[src/rtl/ccff_pkg.sv]
// Shared types and helpers for the configuration-frame controller.
package ccff_pkg;

    // Frame progress, decoded from the shift counter.
    typedef enum logic [1:0] {
        EMPTY   = 2'd0,
        LOADING = 2'd1,
        FULL    = 2'd2,
        OVER    = 2'd3
    } frame_state_t;

    // Counter must reach DEPTH+1, its saturation value.
    function automatic int cnt_width(input int depth);
        return $clog2(depth + 2);
    endfunction

endpackage

[src/rtl/ccff_lane.sv]
// One configuration lane: a DEPTH-stage shadow shift chain and the active
// configuration register it commits into.
module ccff_lane #(
    parameter int DEPTH = 64
) (
    input  logic             prog_clk,
    input  logic             pReset,
    input  logic             head,
    input  logic             shift,
    input  logic             load_active,
    input  logic             load_shadow,
    output logic             tail,
    output logic [DEPTH-1:0] active
);

    logic [DEPTH-1:0] shadow;

    // Shadow chain: readback reload wins over shifting; the oldest bit sits in DEPTH-1.
    // NOTE: sequential state uses non-blocking assignments so every flop samples pre-edge values.
    always_ff @(posedge prog_clk or posedge pReset) begin
        if (pReset) begin
            // NOTE: these registers are reset because a reset must abort any partial frame.
            shadow <= '0;
        end else if (load_shadow) begin
            shadow <= active;
        end else if (shift) begin
            shadow <= {shadow[DEPTH-2:0], head};
        end
    end

    // Active configuration: replaced atomically on an accepted commit.
    always_ff @(posedge prog_clk or posedge pReset) begin
        if (pReset) begin
            active <= '0;
        end else if (load_active) begin
            active <= shadow;
        end
    end

    assign tail = shadow[DEPTH-1];

endmodule

[src/rtl/ccff_frame_ctrl.sv]
// Configuration-frame controller: multi-lane shadow chains, a shared bit
// counter, atomic commit into the active configuration, and readback.
module ccff_frame_ctrl
    import ccff_pkg::*;
#(
    parameter int LANES = 1,
    parameter int DEPTH = 64
) (
    input  logic                   prog_clk,
    input  logic                   pReset,
    input  logic [LANES-1:0]       ccff_head,
    input  logic                   ccff_en,
    input  logic                   commit,
    input  logic                   readback,
    output logic [LANES-1:0]       ccff_tail,
    output logic [LANES*DEPTH-1:0] config_q,
    output logic                   frame_done,
    output logic                   commit_ok,
    output logic                   commit_err
);

    localparam int CW = cnt_width(DEPTH);
    localparam logic [CW-1:0] CNT_FULL = CW'(DEPTH);

    logic [CW-1:0] cnt;
    logic [CW-1:0] cnt_next;
    frame_state_t  state;
    logic          do_shift;
    logic          load_active;
    logic          load_shadow;
    logic          ok_next;
    logic          err_next;

    // Frame state is a pure decode of the counter.
    always_comb begin
        if (cnt == '0) begin
            state = EMPTY;
        end else if (cnt < CNT_FULL) begin
            state = LOADING;
        end else if (cnt == CNT_FULL) begin
            state = FULL;
        end else begin
            state = OVER;
        end
    end

    // Request priority: commit, then readback, then shift; losers are dropped.
    always_comb begin
        // NOTE: every output gets a default first so no path leaves a latch behind.
        cnt_next    = cnt;
        do_shift    = 1'b0;
        load_active = 1'b0;
        load_shadow = 1'b0;
        ok_next     = 1'b0;
        err_next    = 1'b0;
        if (commit) begin
            cnt_next = '0;
            if (state == FULL) begin
                load_active = 1'b1;
                ok_next     = 1'b1;
            end else begin
                err_next = 1'b1;
            end
        end else if (readback) begin
            cnt_next    = '0;
            load_shadow = 1'b1;
        end else if (ccff_en) begin
            do_shift = 1'b1;
            if (state != OVER) begin
                cnt_next = cnt + CW'(1);
            end
        end
    end

    // Counter and registered one-cycle commit result pulses.
    always_ff @(posedge prog_clk or posedge pReset) begin
        if (pReset) begin
            cnt        <= '0;
            commit_ok  <= 1'b0;
            commit_err <= 1'b0;
        end else begin
            cnt        <= cnt_next;
            commit_ok  <= ok_next;
            commit_err <= err_next;
        end
    end

    assign frame_done = (state == FULL);

    for (genvar l = 0; l < LANES; l++) begin : g_lane
        ccff_lane #(
            .DEPTH(DEPTH)
        ) u_lane (
            .prog_clk    (prog_clk),
            .pReset      (pReset),
            .head        (ccff_head[l]),
            .shift       (do_shift),
            .load_active (load_active),
            .load_shadow (load_shadow),
            .tail        (ccff_tail[l]),
            .active      (config_q[l*DEPTH +: DEPTH])
        );
    end

endmodule

[config.mk]
export PLATFORM = sky130hd
export DESIGN_NAME = ccff_frame_ctrl
export DESIGN_NICKNAME = d
export VERILOG_FILES = /design/src/rtl/ccff_pkg.sv /design/src/rtl/ccff_lane.sv /design/src/rtl/ccff_frame_ctrl.sv
export SDC_FILE = /design/constraint.sdc
export NUM_CORES = 1
export LEC_CHECK = 0
export BUFFER_PORTS_ARGS = -buffer_cell sky130_fd_sc_hd__buf_2
export CAP_MARGIN = 20
export CORE_UTILIZATION = 62
export CTS_CLUSTER_SIZE = 10
export DETAILED_ROUTE_END_ITERATION = 10
export GPL_TIMING_DRIVEN = 0
export PLACE_DENSITY = 0.87
export SYNTH_ARGS = -nofsm -noshare
export SYNTH_HDL_FRONTEND = slang
export SYNTH_SLANG_ARGS = --single-unit
[constraint.sdc]
create_clock -name prog_clk -period 6.95 [get_ports prog_clk]
set_input_delay 0.3475 -clock prog_clk [delete_from_list [all_inputs] [get_ports prog_clk]]
set_output_delay 0.3475 -clock prog_clk [all_outputs]
set_load 0.02 [all_outputs]
Yosys cells after proc, flatten, opt, wreduce, memory -nomap -nowiden
Cells that the tools add are included.
- output and inout bits: 68
- logic and storage cells: 33
- flip-flop bits (word level): 137
- order comparisons: 1
- multiplexer cells: 18
- reduce and logical (&&, ||, !) cells: 5
- eq/ne operators: 3
- add/subtract/negate cells: 1
- operator list (operator ; count):
    $mux W64 ; 2
    $mux W7 ; 4
    $mux W1 ; 10
    $add A7 B1 Y7 const B ; 1
    $eq A7 B7 Y1 const B ; 1
    $logic_not A7 Y1 ; 1
    $lt A7 B7 Y1 const B ; 1
    $reduce_bool A3 Y1 ; 2
    $mux W2 ; 2
    $eq A2 B2 Y1 const B ; 1
    $ne A2 B2 Y1 const B ; 1
    $reduce_and A2 Y1 ; 1
    $reduce_bool A2 Y1 ; 1

Depth between registers and ports, before layout
Gate-level depths: netlist (run 1).
- depth in word-level cells: 9
- depth in mapped cells: 7
- depth with buffers taken out: 5

Modules after synthesis
A second synthesis (run 1) with hierarchy kept.
- cell total of the unflattened synthesis: 465
- area, all modules: 5878.1 µm²
- modules (own cells, without submodules) (module ; cells each ; seq. area each (µm²) ; area each (µm²) ; times used):
    ccff_lane ; 413 ; 3203.1 ; 5372.7 ; 1
    ccff_frame_ctrl ; 52 ; 225.2 ; 505.5 ; 1

Worst setup path after synthesis (run 1)
Ideal clock, no wire load.
- kind: reg-to-reg
- start point: reg cnt[3]
- end point: reg g_lane[0].u_lane.active[0]
- library setup time: 0.125 ns
- path buffers: 2
- path slack: 5.296 ns
- cell stages (with the launch flop): 7
- data arrival time: 1.529 ns
- cell sequence: dfrtp_1 > nor3_2 > and4_4 > nand2_2 > buf_6 > buf_8 > mux2_4
- longest elaborated chain between the ends: 7
- ends and longest elaborated chain (element ; line ; text):
    start: declaration ; ccff_frame_ctrl.sv:25 ; logic [CW-1:0] cnt;
    start signal: assignment ; ccff_frame_ctrl.sv:82 ; cnt <= cnt_next;
    parallel branches: the longest is 3 deep, another holds $lt A7 B7 Y1 ; n/a ;
    $mux W2 (*) ; ccff_frame_ctrl.sv:36 ; if (cnt == '0) begin
    $eq A2 B2 Y1 (*) ; n/a ;
    net frame_done ; ccff_frame_ctrl.sv:17 ; output logic frame_done,
    $mux W1 (*) ; ccff_frame_ctrl.sv:58 ; if (state == FULL) begin
    $mux W1 (*) ; ccff_frame_ctrl.sv:56 ; if (commit) begin
    end signal: assignment ; ccff_lane.sv:36 ; active <= shadow;
    end: declaration ; ccff_lane.sv:13 ; output logic [DEPTH-1:0] active
Mark *: on every way through the listed nets, which the timed path passes.
A chain may end at the register's enable or synchronous reset.

Worst setup path in the final report (run 1)
- start point: reg cnt[3]
- end point: out frame_done
- longest elaborated chain between the ends: 5
- ends and longest elaborated chain (element ; line ; text):
    parallel branches: the longest is 3 deep, another holds $lt A7 B7 Y1 ; n/a ;
    $mux W2 (*) ; ccff_frame_ctrl.sv:36 ;
    $eq A2 B2 Y1 (*) ; ccff_frame_ctrl.sv:88 ; assign frame_done = (state == FULL);
    end: declaration ; ccff_frame_ctrl.sv:17 ;
Mark *: on every way between the ends.

==> results of run 1 <==
[path summary, 6_finish.rpt]
path / from / slack, ns / cells after the start / end
setup / recovery: cnt[3] / 4.99 / 3 / frame_done
setup reg to reg: cnt[3] / 5.19 / 6 / g_lane[0].u_lane.active[29]
hold / removal: commit / 0.15 / 2 / g_lane[0].u_lane.shadow[60]
hold reg to reg: g_lane[0].u_lane.shadow[15] / 0.51 / 2 / g_lane[0].u_lane.shadow[15]
min in group asynchronous: pReset / 0.39 / 3 / g_lane[0].u_lane.active[23]
max in group asynchronous: pReset / 5.76 / 4 / g_lane[0].u_lane.active[47]
[layer usage]
layer  track usage (%)  part of all wire (%)  vias to the layer above
met1             35.42                    46                     2037
met2             42.18                    50                       76
met4             7.915                  0.82                        0
met5                 0                     0                        -
li1                  -                     -                     1771
met3             7.382                   3.8                        8
[logic make-up after synthesis]
group,count (synthesis),share of synthesized area (%)
buffers and inverters,33,3.378
xor gates and xnor gates,4,0.5876
adders and majority gates,2,0.4196
and+or+nand+nor,85,6.148
AOI/OAI and AO/OA,72,6.400
DFF,137,57.49
muxes,126,25.58
[cell type report]
cell class / count / area (um2)
buffer: 28 / 182.7
clock buffer: 24 / 470.5
clock inverter: 8 / 70.07
fill: 589 / 2211
inverter: 5 / 23.77
multi-input combinational: 289 / 2333
sequential: 137 / 3428
tap: 129 / 161.4
timing repair buffer: 75 / 402.9
[metrics by stage]
step                total power (uW)  hold WS, ns
floorplan                      872.7       0.4573
global placement               890.3       0.4818
detailed placement             895.3       0.3750
CTS                             1713       0.1381
global route                    1761       0.1290
finish                          1701       0.1526
[power breakdown]
part	leakage [uW]	switching, uW	internal, uW
Combinational	0.00149	49.4	20.2
Clock	0.000265	320	500
Sequential	0.00191	6.31	805
Total	0.00366	376	1330
[timing repair]
item / CTS / global route
endpoints found under the hold margin: 40 / 0
hold buffers: 1 / 0
setup endpoints to repair: 0 / 0
[synthesized netlist by cell type (all sizes together)]
master	instances	area share (%)
xnor2	2	0.29
o21bai	1	0.13
a31oi	1	0.10
and2b	1	0.13
a41o	1	0.17
dfrtp	137	57
nand2	65	4.1
a21oi	1	0.084
xor2	2	0.29
inv	5	0.31
a22oi	3	0.38
and3	1	0.10
buf	17	2.4
nor2b	3	0.31
and2	2	0.21
or2	1	0.10
nand3b	1	0.13
ha	2	0.42
and4	1	0.19
nor3	1	0.17
o21ai	64	5.4
mux2i	62	10
mux2	64	15
a21bo	1	0.17
clkbuf	11	0.69
nand3	1	0.084
nor2	6	0.38
nand4	2	0.21
[critical path, delay by kind of cell, from the launching register on]
family | cells | cell delay (ns)
buffers and inverters | 1 | 0.17
flip-flops | 1 | 0.44
AND/OR/NAND/NOR | 2 | 0.50
[flip-flops by register name, indices dropped and copies added (netlist names)]
name	cells
g_lane.u_lane.active	64
commit_err	1
cnt	7
g_lane.u_lane.shadow	64
commit_ok	1
==> qor.txt, run 1 <==
RSZ-0062 raised after global routing = false
Area after DPL = 6523 um2
Row cnt = 35
Final Hold Viols = 0
Initial antenna violation count = 0
Slowest cell on crit path = dfrtp_1
Clk_skew = 0.008204 ns
H-tree Lvls = 4
Status = finished clean
Max VDD drop = 0.0002172 V
Pre-CTS setup slack = 4.820 ns
Most common cell after layout, fill and taps aside = dfrtp_1
ANT cells = 0
Detailed placement HPWL = 7855 um
Clock Sinks = 137
Synthesized cell area = 5963 um2
I/O pin total = 74
Syn_area_per_cell = 12.99 um2
Initial Util = 64.23%
Max-slew violations = 0
PD cells = 240.5 nW/um2
Drt first-iter violations = 168
Static leakage = 0.003661 uW
Worst Hold Class = in2reg
CTS tree = yes
DRC violations left = 0
Tcrit/Tclk final = 28.23%
Critical path endpoint category = primary output
Post-route setup TNS = 0 ns
First-pass GRT wire length = 20,110 um
Cells after DPL = 662
Total of max-cap violations = 0
Non-filler cells, final = 695
Slack of the critical path = 4.988 ns
Wire per inst = 17.56 um
Register area share after synthesis = 57.49%
Worst Path Required = 6.60 ns
DIE AREA = 10,010 um2
Clock Latency Late Sink = 0.51 ns
Cells after Synth = 459
Via count of the routed design = 3,892
GRT Util Overall = 26.33%
Drt total wl = 12,200 um
Critical path arrival = 1.61 ns
Warnings, synthesis = 0
Layout cell share with drive strength beyond 1 = 33.39%
Layout net count = 561
Clk slew on worst S/H paths = 0.06 ns
Via density = 5.600
Area Overhead vs Synth = 18.61%
Post-Syn Nets = 467
Final Critical Period = 1.962 ns
Slew headroom = 53.85%
Fmax = 509.7 MHz
CP max FO = 4
#FFs+latches synth = 137
Die Height = 100.1 um
Vias in the first global route = 3,976
Core Util, Final = 76.19%
Pre-antenna DRT Iters = 4
Most frequent cells in the layout = dfrtp_1 (137), buf_2 (84), nand2_1 (64), o21ai_0 (64), mux2i_1 (62)
Total global routing overflow = 0
Number of buffers created by CTS = 17
CP max stage delay = 0.44 ns
Die extent in x = 100.1 um
Crit path kind = reg2out
Design area = 7073 um2
Post-route ant nets = 0
Clock Tree Buf Depth = 2
# port buffers = 73
CTS Root Cell = clkbuf_8
Startpoint types = register
Final GP Congestion = 0.8410
Yosys cell types = 32
Resize count post-CTS = 0
Post-CTS setup buffer count = 0
Largest net degree at the start of global routing = 98
Slew of the pin with the lowest slew margin = 0.6908 ns
Count of final setup violators = 0
Worst-path cell chain = nor3_2 > and4_4 > buf_2
Placeable Area = 9284 um2
Note: power is estimated with default switching activity, not from simulation.
==> run 2: changes to the inputs <==
CORE_UTILIZATION = 52   (was 62)
PLACE_DENSITY = 0.79   (was 0.87)
clock period = 1.8 ns   (was 6.95 ns; I/O delays follow)
==> run 2 against run 1 <==
  * Count of clock-buffer cells in the layout did not move
  * Via count shrank 1.9%
  * Highest routed layer unchanged
  * Routed wire length fell by 4.0%
==> qor.txt, run 2 (same netlist as run 1, synthesis figures left out) <==
Clock Sinks = 137
Clock Latency Late Sink = 0.42 ns
ANT cells = 0
DRC violations left = 0
Net switching power = 1458 uW
# port buffers = 73
Area Overhead vs Synth = 21.07%
Initial Util = 54.29%
Reg power frac = 44.1%
PD cells = 984.9 nW/um2
Die Height = 109.1 um
Clk_skew = 0.004608 ns
Total global routing overflow = 0
Critical path endpoint category = register
FF-to-FF End = g_lane[0].u_lane.active[22]
Core Util, Final = 65.73%
Hold worst-path end = g_lane[0].u_lane.shadow[0]
CP max FO = 10
RSZ-0062 raised after global routing = false
CTS tree = yes
Max-slew violations = 0
Biggest regs = g_lane.u_lane.active (64), g_lane.u_lane.shadow (64), cnt (7)
H-tree Lvls = 4
Critical path's top delay family = buffers and inverters
Number of buffers created by CTS = 17
Area after DPL = 6568 um2
Worst-path cell chain = inv_1 > ha_1 > and4_4 > nand2_2 > buf_6 > buf_8 > mux2_4
Final Critical Period = 1.720 ns
Worst Path Required = 2.10 ns
Largest net degree at the start of global routing = 42
WHS = 0.009298 ns
Row cnt = 38
Via count of the routed design = 3,818
I/O pin total = 74
Final GP Congestion = 0.7502
Max VDD drop = 0.0005516 V
Design area = 7219 um2
Wire per inst = 16.52 um
Total of max-cap violations = 0
Critical path arrival = 2.02 ns
Static leakage = 0.003725 uW
Drt total wl = 11,720 um
Worst r2r path cells = 7
Post-route setup TNS = 0 ns
Worst Hold Class = in2reg
Crit path kind = reg2reg
Drt first-iter violations = 190
Crit path buf inv count = 3
CTS Root Cell = clkbuf_16
Worst r2r src = cnt[0]
Slowest cell on crit path = dfrtp_1
Detailed placement HPWL = 7594 um
Via density = 5.385
Most common cell after layout, fill and taps aside = dfrtp_1
Int Power = 5652 uW
Tcrit/Tclk final = 95.54%
Final Hold Viols = 0
Sw Ratio = 20.51%
Power share of the combinational group = 3.9%
Layout net count = 564
Pre-antenna DRT Iters = 7
Initial antenna violation count = 0
Worst setup startpoint = cnt[0]
Status = finished clean
Post-route ant nets = 0
Slew headroom = 48.75%
Most frequent cells in the layout = dfrtp_1 (137), buf_2 (84), nand2_1 (64), o21ai_0 (64), mux2i_1 (62)
Placeable Area = 10,980 um2
Clk pwr share = 52.0%
Vias in the first global route = 3,877
GRT Util Overall = 21.73%
Clk slew on worst S/H paths = 0.06 ns
Startpoint types = register
Cells on Worst Hold Path = 3
Die extent in x = 109.1 um
Count of final setup violators = 0
First-pass GRT wire length = 19,450 um
Layout cell share with drive strength beyond 1 = 33.74%
Fmax = 581.5 MHz
Clock Tree Buf Depth = 2
CP max stage delay = 0.39 ns
Hold path start = ccff_head
Slew of the pin with the lowest slew margin = 0.7671 ns
DIE AREA = 11,900 um2
Reg-to-reg slack, setup = 0.08 ns
## run 2: cell count changes in the layout (fill, tap and decap cells not counted), sizes merged
cell	previous run	this run
bufinv	1	4
buf	91	93
clkinv	5	4
clkinvlp	2	1
dlygate4sd3	1	2
inv	5	4
## run 2: worst min-delay path: stages
cell and delay, ns:
buf_2 0.09, mux2i_1 0.05, o21ai_0 0.16
## run 2: worst max-delay path by stage
| stage | to | cells past startpoint | slack [ns] |
|---|---|---|---|
| after detailed placement | g_lane[0].u_lane.shadow[46] | 6 | -0.19 |
| after global routing | g_lane[0].u_lane.active[22] | 7 | 0.01 |
| after CTS | g_lane[0].u_lane.active[46] | 7 | 0.06 |
| after floorplan | cnt[0] | 1 | 0.003 |
| after global placement | g_lane[0].u_lane.active[32] | 2 | -0.77 |
| final | g_lane[0].u_lane.active[22] | 7 | 0.08 |
## run 2: repair_timing
action,in CTS,in global routing
setup endpoints to repair,0,0
hold buffers,2,0
setup buffers,0,0
hold endpoints to repair,22,0
gates resized for setup,0,0
## run 2: stage by stage
step           setup WS [ns]  instances  total power [uW]
2_1_floorplan       0.002867        459              3370
3_3_place_gp         -0.7673        672              3441
3_5_place_dp         -0.1922        675              3464
4_1_cts              0.05770        709              7187
5_1_grt              0.01013        709              7356
6_report             0.08029        709              7110
## run 2: final cells by class
type | instances | area [um2]
sequential | 137 | 3428
clock inverter | 8 | 140.1
timing repair buffer | 78 | 445.4
fill | 812 | 3764
multi-input combinational | 289 | 2333
clock buffer | 24 | 491.7
buffer | 28 | 182.7
tap | 140 | 175.2
inverter | 5 | 22.52
## run 2: power groups by stage
stage | clock network, uW | registers (uW) | logic (uW)
2_1_floorplan | 0 | 3180 | 188
3_3_place_gp | 0 | 3190 | 255
3_5_place_dp | 0 | 3190 | 278
4_1_cts | 3770 | 3130 | 285
5_1_grt | 3910 | 3140 | 313
6_report | 3700 | 3130 | 279
## run 2: per-layer routing
layer	GRT usage, %	part of all wire, %
met4	9.459	2.1
met1	28.59	44
met3	5.619	4.0
met2	33.96	50
met5	0	0
==> run 3: changes to the inputs <==
ABC_AREA = 1   (was unset)
CELL_PAD_IN_SITES_DETAIL_PLACEMENT = 1   (was unset)
CELL_PAD_IN_SITES_GLOBAL_PLACEMENT = 2   (was unset)
CORE_UTILIZATION = 33   (was 52)
==> run 3 against run 2 <==
  * Global-route usage is 3.7 points lower
  * Sequential power grew 9.9%
  * Total power grew 15%
  * First-iteration DRC count down 3.7%
  * Combinational power increased to 3.0 times the previous value
  * Flip-flop and latch count stayed put
  * Via count increased by 27%
  * Synthesized area rose by 0.88%
  * Routed wire length up 34%
  * Final area is 2.7% higher
  * Synthesized cell count rose by 37%
  * Critical endpoint is now frame_done
  * Highest routed layer unchanged
==> qor.txt, run 3 <==
Sequential cell area = 3428 um2
Status = finished clean
Critical path endpoint category = primary output
CTS Root Cell = clkbuf_16
H-tree Lvls = 4
Met3 usage = 4.259%
Warnings, synthesis = 0
CP max FO = 6
Post-synth top cells = o21ai_0 (162), dfrtp_1 (137), nand2_1 (80), inv_1 (75), o21ai_2 (55)
Detailed placement HPWL = 10,680 um
#FFs+latches synth = 137
Clock Tree Buf Depth = 2
Post-route ant nets = 0
Final GP Congestion = 0.7666
Clock Latency Late Sink = 0.42 ns
Initial antenna violation count = 0
GR Util met2 = 28.45%
Post-synth top area share = 56.99%
Initial Util = 33.60%
Clk slew on worst S/H paths = 0.06 ns
Clk_skew = 0.006002 ns
Final Critical Period = 1.640 ns
FFs w/ async S/R, synth = 100.0%
Hold path start = readback
DRC violations left = 0
Startpoint types = register
Worst Hold Class = in2reg
CTS tree = yes
PD cells = 1099 nW/um2
Clock Sinks = 137
Die extent in x = 137.0 um
Count of final setup violators = 0
# fillers = 2,039
Number of buffers created by CTS = 17
Slack of the critical path = 0.1599 ns
Slew of the pin with the lowest slew margin = 0.5543 ns
Vias in the first global route = 4,957
FF-to-FF End = g_lane[0].u_lane.active[41]
Post-Syn Nets = 636
Area Overhead vs Synth = 23.19%
Static leakage = 0.003624 uW
Wire per inst = 16.19 um
Biggest regs = g_lane.u_lane.active (64), g_lane.u_lane.shadow (64), cnt (7)
Drt total wl = 15,640 um
Area of the multi-input gates = 2011 um2
Leading register cell type out of synthesis = dfrtp_1
Crit path kind = reg2out
Max VDD drop = 0.0007839 V
Worst Path Required = 1.71 ns
Synthesized cell area = 6016 um2
Pre-CTS setup slack = 0.1027 ns
Final Hold Viols = 0
Register area share after synthesis = 56.99%
Placeable Area = 17,900 um2
Max-slew violations = 0
Most frequent cells in the layout = o21ai_0 (162), dfrtp_1 (137), buf_2 (82), nand2_1 (80), inv_1 (74)
Total global routing overflow = 0
Cells after Synth = 628
Gr busiest metal = met2
Critical path arrival = 1.55 ns
Reg-to-reg slack, setup = 0.18 ns
M1 GR Usage = 24.23%
Worst r2r src = cnt[0]
Via density = 5.012
Synth area leaders = dfrtp_1 (57%), o21ai_0 (13%), o21ai_2 (8.0%)
GRT Util Overall = 18.00%
Pre-antenna DRT Iters = 4
Layout net count = 733
Layout cell share with drive strength beyond 1 = 26.73%
Syn_area_per_cell = 9.579 um2
# port buffers = 73
Yosys cell types = 21
Most common cell after layout, fill and taps aside = o21ai_0
Drt first-iter violations = 183
Worst r2r path cells = 9
ANT cells = 0
Largest net degree at the start of global routing = 43
Post-synth EDFFs = 0
Core Util, Final = 41.40%
Hold worst-path end = cnt[0]
Die Height = 137.0 um
DIE AREA = 18,770 um2
RSZ-0062 raised after global routing = false
Fmax = 609.7 MHz
Via count of the routed design = 4,842
Row cnt = 49
Total of max-cap violations = 0
Cells on Worst Hold Path = 4
Yosys top cell by area = dfrtp_1
First-pass GRT wire length = 25,990 um
I/O pin total = 74
Slew headroom = 62.97%
Tcrit/Tclk final = 91.12%
Most frequent cell after synthesis = o21ai_0
==> run 3: per-layer routing <==
| metal | share of wire, % | wire, um |
|---|---|---|
| met1 | 47 | 7310 |
| met2 | 48 | 7527 |
| met3 | 3.5 | 550 |
| met4 | 1.6 | 252 |
| met5 | 0 | 0 |
==> run 3: layout make-up <==
cell class	count	share of cell area, %
sequential	137	46.26
buffer	41	3.866
tap	229	3.866
clock inverter	6	1.790
multi-input combinational	373	27.13
timing repair buffer	78	6.010
inverter	77	3.984
clock buffer	25	7.091
==> run 3: what timing repair did <==
action | 4_1_cts | 5_1_grt
endpoints found under the setup margin | 0 | 1
buffers inserted | 0 | 0
hold buffers | 2 | 0
hold endpoints to repair | 23 | 0
resized for setup | 0 | 2
==> run 3: worst max-delay path by stage <==
| stage | start | end | slack [ns] | depth (start not counted) |
|---|---|---|---|---|
| floorplan | pReset | cnt[0] | 0.003 | 1 |
| global placement | pReset | g_lane[0].u_lane.shadow[23] | -0.93 | 2 |
| detailed placement | cnt[0] | g_lane[0].u_lane.active[24] | 0.10 | 7 |
| CTS | cnt[0] | g_lane[0].u_lane.active[20] | 0.08 | 7 |
| global route | cnt[0] | cnt[4] | 0.05 | 8 |
| finish | cnt[0] | frame_done | 0.16 | 5 |
==> run 3: through the flow <==
step	instance area, um2	setup TNS (ns)	hold WS [ns]	total power, uW	std cells
floorplan	6020	0	0.2199	4069	628
CTS	7410	0	0.002438	8230	966
finish	7411	0	0.007700	8146	966
global route	7411	0	0.02638	8525	966
detailed placement	6731	0	0.1751	4353	933
global placement	6671	-125.76	0.4087	4288	930
==> run 3: cell families after synthesis <==
logic type	synth area share, %
AOI/OAI and AO/OA	24.85
adders and majority gates	0.4159
buffers and inverters	9.588
DFF	56.99
and+or+nand+nor	8.153
==> run 3: worst max-delay path, stage by stage, from the launching register on <==
cell and delay [ns]:
dfrtp_1 0.43, inv_1 0.10, ha_1 0.17, nand3_2 0.11, nor2_4 0.14, buf_2 0.18
==> run 3: power breakdown <==
group          internal, uW  leakage, uW  switching, uW
logic                   243      0.00153            605
registers              3340      0.00177           99.9
clock network          2570     0.000322           1280
